`config.mk`:
```
export PLATFORM = sky130hd
export DESIGN_NAME = spi_byte_receiver
export DESIGN_NICKNAME = d
export VERILOG_FILES = /design/src/rtl/bnn_ocr_pkg.sv /design/src/rtl/sync_edge_detect.sv /design/src/rtl/spi_byte_receiver.sv
export SDC_FILE = /design/constraint.sdc
export NUM_CORES = 1
export LEC_CHECK = 0
export BUFFER_PORTS_ARGS = -buffer_cell sky130_fd_sc_hd__buf_2
export CAP_MARGIN = 20
export CELL_PAD_IN_SITES_DETAIL_PLACEMENT = 0
export CELL_PAD_IN_SITES_GLOBAL_PLACEMENT = 1
export CORE_ASPECT_RATIO = 1.1
export CORE_MARGIN = 2
export CORE_UTILIZATION = 39
export DETAILED_ROUTE_END_ITERATION = 7
export PLACE_DENSITY_LB_ADDON = 0.12
export SLEW_MARGIN = 25
export SYNTH_ARGS = -nofsm -noshare
export SYNTH_HDL_FRONTEND = slang
export SYNTH_HIERARCHICAL = 1
export SYNTH_SLANG_ARGS = --single-unit
```
`constraint.sdc`:
```
create_clock -name clk -period 1.64 [get_ports clk]
set_input_delay 0.164 -clock clk [delete_from_list [all_inputs] [get_ports clk]]
set_output_delay 0.164 -clock clk [all_outputs]
set_load 0.005 [all_outputs]
```
`src/rtl/bnn_ocr_pkg.sv`:
```
// Shared types and sizes for the OCR front end: byte width and image size.
package bnn_ocr_pkg;
  localparam int IMG_BYTES = 113;
  localparam int BYTE_W    = 8;
  typedef logic [BYTE_W-1:0] byte_t;
endpackage

```
`src/rtl/sync_edge_detect.sv`:
```
// Multi-flop synchroniser for an asynchronous input, with one extra flop to
// detect rising/falling edges of the synchronised value.
module sync_edge_detect #(
  parameter int   SYNC_STAGES = 2,
  parameter logic RST_VAL     = 1'b0
) (
  input  logic clk,
  input  logic rst_n,
  input  logic async_in,
  output logic synced,
  output logic rise,
  output logic fall
);
  logic [SYNC_STAGES-1:0] sync_q;
  logic                   prev;

  always_ff @(posedge clk or negedge rst_n) begin
    if (!rst_n) begin
      sync_q <= {SYNC_STAGES{RST_VAL}};
      prev   <= RST_VAL;
    end else begin
      sync_q <= {sync_q[SYNC_STAGES-2:0], async_in};
      prev   <= sync_q[SYNC_STAGES-1];
    end
  end

  assign synced = sync_q[SYNC_STAGES-1];
  assign rise   = synced & ~prev;
  assign fall   = ~synced & prev;
endmodule

```
`src/rtl/spi_byte_receiver.sv`:
```
// SPI mode-0 peripheral: deserialises MOSI bytes into a one-entry valid/ready
// holding register, shifts a status byte out on MISO, flags dropped bytes.
module spi_byte_receiver
  import bnn_ocr_pkg::*;
#(
  parameter int SYNC_STAGES = 2,
  parameter int COUNT_W     = 7
) (
  input  logic               clk,
  input  logic               rst_n,
  input  logic               sclk,
  input  logic               cs_n,
  input  logic               mosi,
  output logic               miso,
  input  logic               clear,
  input  logic [7:0]         status_in,
  output logic [7:0]         byte_out,
  output logic               byte_valid,
  input  logic               byte_ready,
  output logic               overflow,
  output logic               frame_active,
  output logic [COUNT_W-1:0] byte_count
);
  logic  sclk_s, sclk_rise, sclk_fall;
  logic  cs_s, cs_rise, cs_fall;
  logic  mosi_s;
  logic  [2:0] bit_cnt;
  byte_t rx_shift, tx_shift, new_byte;
  logic  complete, xfer;

  sync_edge_detect #(.SYNC_STAGES(SYNC_STAGES), .RST_VAL(1'b0)) u_sclk (
    .clk(clk), .rst_n(rst_n), .async_in(sclk),
    .synced(sclk_s), .rise(sclk_rise), .fall(sclk_fall));

  sync_edge_detect #(.SYNC_STAGES(SYNC_STAGES), .RST_VAL(1'b1)) u_cs (
    .clk(clk), .rst_n(rst_n), .async_in(cs_n),
    .synced(cs_s), .rise(cs_rise), .fall(cs_fall));

  sync_edge_detect #(.SYNC_STAGES(SYNC_STAGES), .RST_VAL(1'b0)) u_mosi (
    .clk(clk), .rst_n(rst_n), .async_in(mosi),
    .synced(mosi_s), .rise(), .fall());

  assign frame_active = ~cs_s;
  assign miso         = frame_active & tx_shift[7];
  assign new_byte     = {rx_shift[6:0], mosi_s};
  assign complete     = frame_active & sclk_rise & (bit_cnt == 3'd7);
  assign xfer         = byte_valid & byte_ready;

  // Framing and shift registers; cs_n edges re-align the bit counter.
  always_ff @(posedge clk or negedge rst_n) begin
    if (!rst_n) begin
      bit_cnt  <= '0;
      rx_shift <= '0;
      tx_shift <= '0;
    end else begin
      if (cs_fall) begin
        tx_shift <= status_in;
      end else if (frame_active) begin
        if (sclk_rise) rx_shift <= new_byte;
        if (complete)       tx_shift <= status_in;
        else if (sclk_fall) tx_shift <= {tx_shift[6:0], 1'b0};
      end
      if (clear || cs_fall || cs_rise) bit_cnt <= '0;
      else if (frame_active && sclk_rise) bit_cnt <= bit_cnt + 3'd1;
    end
  end

  // Holding register: a completed byte lands only if the slot is free or
  // being emptied this cycle; otherwise it is dropped and flagged.
  always_ff @(posedge clk or negedge rst_n) begin
    if (!rst_n) begin
      byte_out   <= '0;
      byte_valid <= 1'b0;
      overflow   <= 1'b0;
      byte_count <= '0;
    end else if (clear) begin
      byte_valid <= 1'b0;
      overflow   <= 1'b0;
      byte_count <= '0;
    end else begin
      if (complete && (!byte_valid || byte_ready)) begin
        byte_out   <= new_byte;
        byte_valid <= 1'b1;
      end else if (complete) begin
        overflow   <= 1'b1;
      end else if (xfer) begin
        byte_valid <= 1'b0;
      end
      if (xfer && byte_count != {COUNT_W{1'b1}})
        byte_count <= byte_count + 1'b1;
    end
  end
endmodule

```
==> metrics.json <==
{
  "hold_path_depth": 3,
  "clock_transition_at_the_registers_of_the_reported_paths_ps": 80,
  "fp.coreArea_um2": 4320,
  "critPathRequiredTime_ps": 1820,
  "layout.filler_cells": 399,
  "netlist_area_um2": 1770,
  "maxCapViolations": 0,
  "numPortBuffers": 33,
  "die_outline_width_um": 68.2,
  "num_antenna_cells": 0,
  "clock_sinks": 43,
  "die_height_um": 74.6,
  "avgSynthCellArea_um2": 13.0,
  "timing.slew.headroom_pct": 66.0,
  "r2r.worst_path.cells": 6,
  "arrival_time_reported_for_the_critical_path_endpoint_ps": 1760,
  "final_net_count": 208,
  "core.rowCount": 25,
  "p_leak_nw": 1.19,
  "drt_pass1_iterations": 4,
  "drt-vias-per-instance": 5.07,
  "mostFrequentLayoutCell": "dfrtp_1",
  "start_util_pct": 41.0,
  "ant_nets": 0,
  "finalClockSkew_ps": 2.78,
  "run_status": "complete, no violations",
  "placedCellCount": 230,
  "first_pass_grt_wire_length_mm": 6.02,
  "worstPathMaxFanout": 8,
  "cp-start-kind": "flop",
  "hold_violations": 0,
  "finalSetupViolCount": 0,
  "register_area_um2": 1080,
  "postRouteWirelength_mm": 3.49,
  "grt_max_degree": 24,
  "stdcell_count": 245,
  "first_global_vias": 1276,
  "yosys_warnings": 6,
  "synth_cells": 136,
  "reg2reg_slack_ps": 50,
  "top_level_ports": 34,
  "fmax_ghz": 0.629,
  "worstSetupEndpointType": "flop",
  "report.final.slew_viol_count": 0,
  "layout-drive-gt1-share_pct": 42.4,
  "final.hold.worst_slack_ps": 88.5,
  "antenna_violations_before_repair": 0,
  "worst_ir_drop_vdd_v": 0.000698,
  "hp-class": "input pin to flop",
  "cts_buffers": 5,
  "die_area_um2": 5090,
  "drt-initial-drc-count": 74,
  "gr-total-overflow": 0,
  "dp_hpwl_mm": 2.51,
  "multiInputGateArea_um2": 688,
  "tightest_slew_ps": 511,
  "worst_slack_after_detailed_placement_ps": -9.53,
  "setup_ws_ps": 50.2,
  "tns_ps": 0,
  "synthesis.nets": 154,
  "cts_tree": "yes",
  "critPathKind": "flop to flop",
  "clockBufferDepth": 2,
  "avgRoutedWirePerCell_um": 14.3,
  "grt_util_all_layers_pct": 15.9,
  "cts.htree.levels": 2,
  "area.growth.synth_to_final_pct": 29.4,
  "layout_worst_path_cycle_share_pct": 96.9,
  "number_of_design_rule_violations_left_after_detail_routing": 0,
  "layout.cells.most_common_list": "dfrtp_1 (40), buf_2 (33), mux2_2 (15), nor2_1 (14), buf_4 (11)",
  "clock_insertion_delay_worst_skew_ps": 290,
  "clock_tree.root_cell": "clkbuf_8",
  "finalPower_w": 0.00228,
  "finalWorstPathRequiredPeriod_ps": 1590,
  "vias": 1242,
  "globalplace.congestion": 0.701,
  "power.density_cell_area_nw_per_um2": 997
}
==> worst paths after layout <==
check / start / to
max: bit_cnt[0] / byte_out[2]
min: status_in[7] / tx_shift[7]
max reg2reg: bit_cnt[0] / byte_out[2]
min reg2reg: u_mosi/sync_q[0] / u_mosi/sync_q[1]
max in group asynchronous: rst_n / u_cs/sync_q[0]
min in group asynchronous: rst_n / tx_shift[3]
==> routing by layer <==
metal	up-vias	routed length [um]	global-route usage [%]
met5	-	0	0
met4	0	40	6.44
met3	4	169	5.23
met2	32	1800	26.4
met1	619	1480	19.0
li1	587	-	-
==> stage by stage <==
stage / util, % / cell area, um^2
6_report: 53.0 / 2290
5_1_grt: 53.0 / 2290
4_1_cts: 52.5 / 2270
3_5_place_dp: 48.4 / 2090
3_3_place_gp: 48.4 / 2090
2_1_floorplan: - / 1770
==> sequential cells by signal, summed over array words and instances, names as in the netlist <==
name / flops
u_mosi/sync_q: 2
rx_shift: 7
bit_cnt: 3
byte_out: 8
byte_count: 7
u_cs/prev: 1
overflow: 1
byte_valid: 1
u_sclk/prev: 1
tx_shift: 8
u_cs/sync_q: 2
u_sclk/sync_q: 2
==> cell type report <==
| type | instances | share of cell area [%] |
|---|---|---|
| clock inverters | 2 | 1.53 |
| repair buffers | 50 | 14.3 |
| inverters | 2 | 0.328 |
| clock buffers | 6 | 3.61 |
| flip-flops and latches | 43 | 47.2 |
| multi-input cells | 88 | 30.1 |
| well taps | 54 | 2.95 |
==> report_power, final <==
part / total, W / switching, W / internal [W]
clock: 0.000839 / 0.000346 / 0.000493
combinational: 0.000212 / 0.0000888 / 0.000123
sequential: 0.00123 / 0.0000623 / 0.00117
==> critical path: stages, from the launching register on <==
cell and delay, ps:
dfrtp_1 360, ha_2 190, ha_4 150, nand3b_4 90, nor3_4 200, buf_12 150
mux2_2 330
==> timing repair <==
action                                  CTS  global route
pin swaps                                 0             2
gates resized for setup                   2             3
hold endpoints to repair                 23             0
gates cloned                              0             0
endpoints found under the setup margin    9            12
buffers inserted                          1             2
hold buffers                              4             0
(Power assumes the default switching activity.)
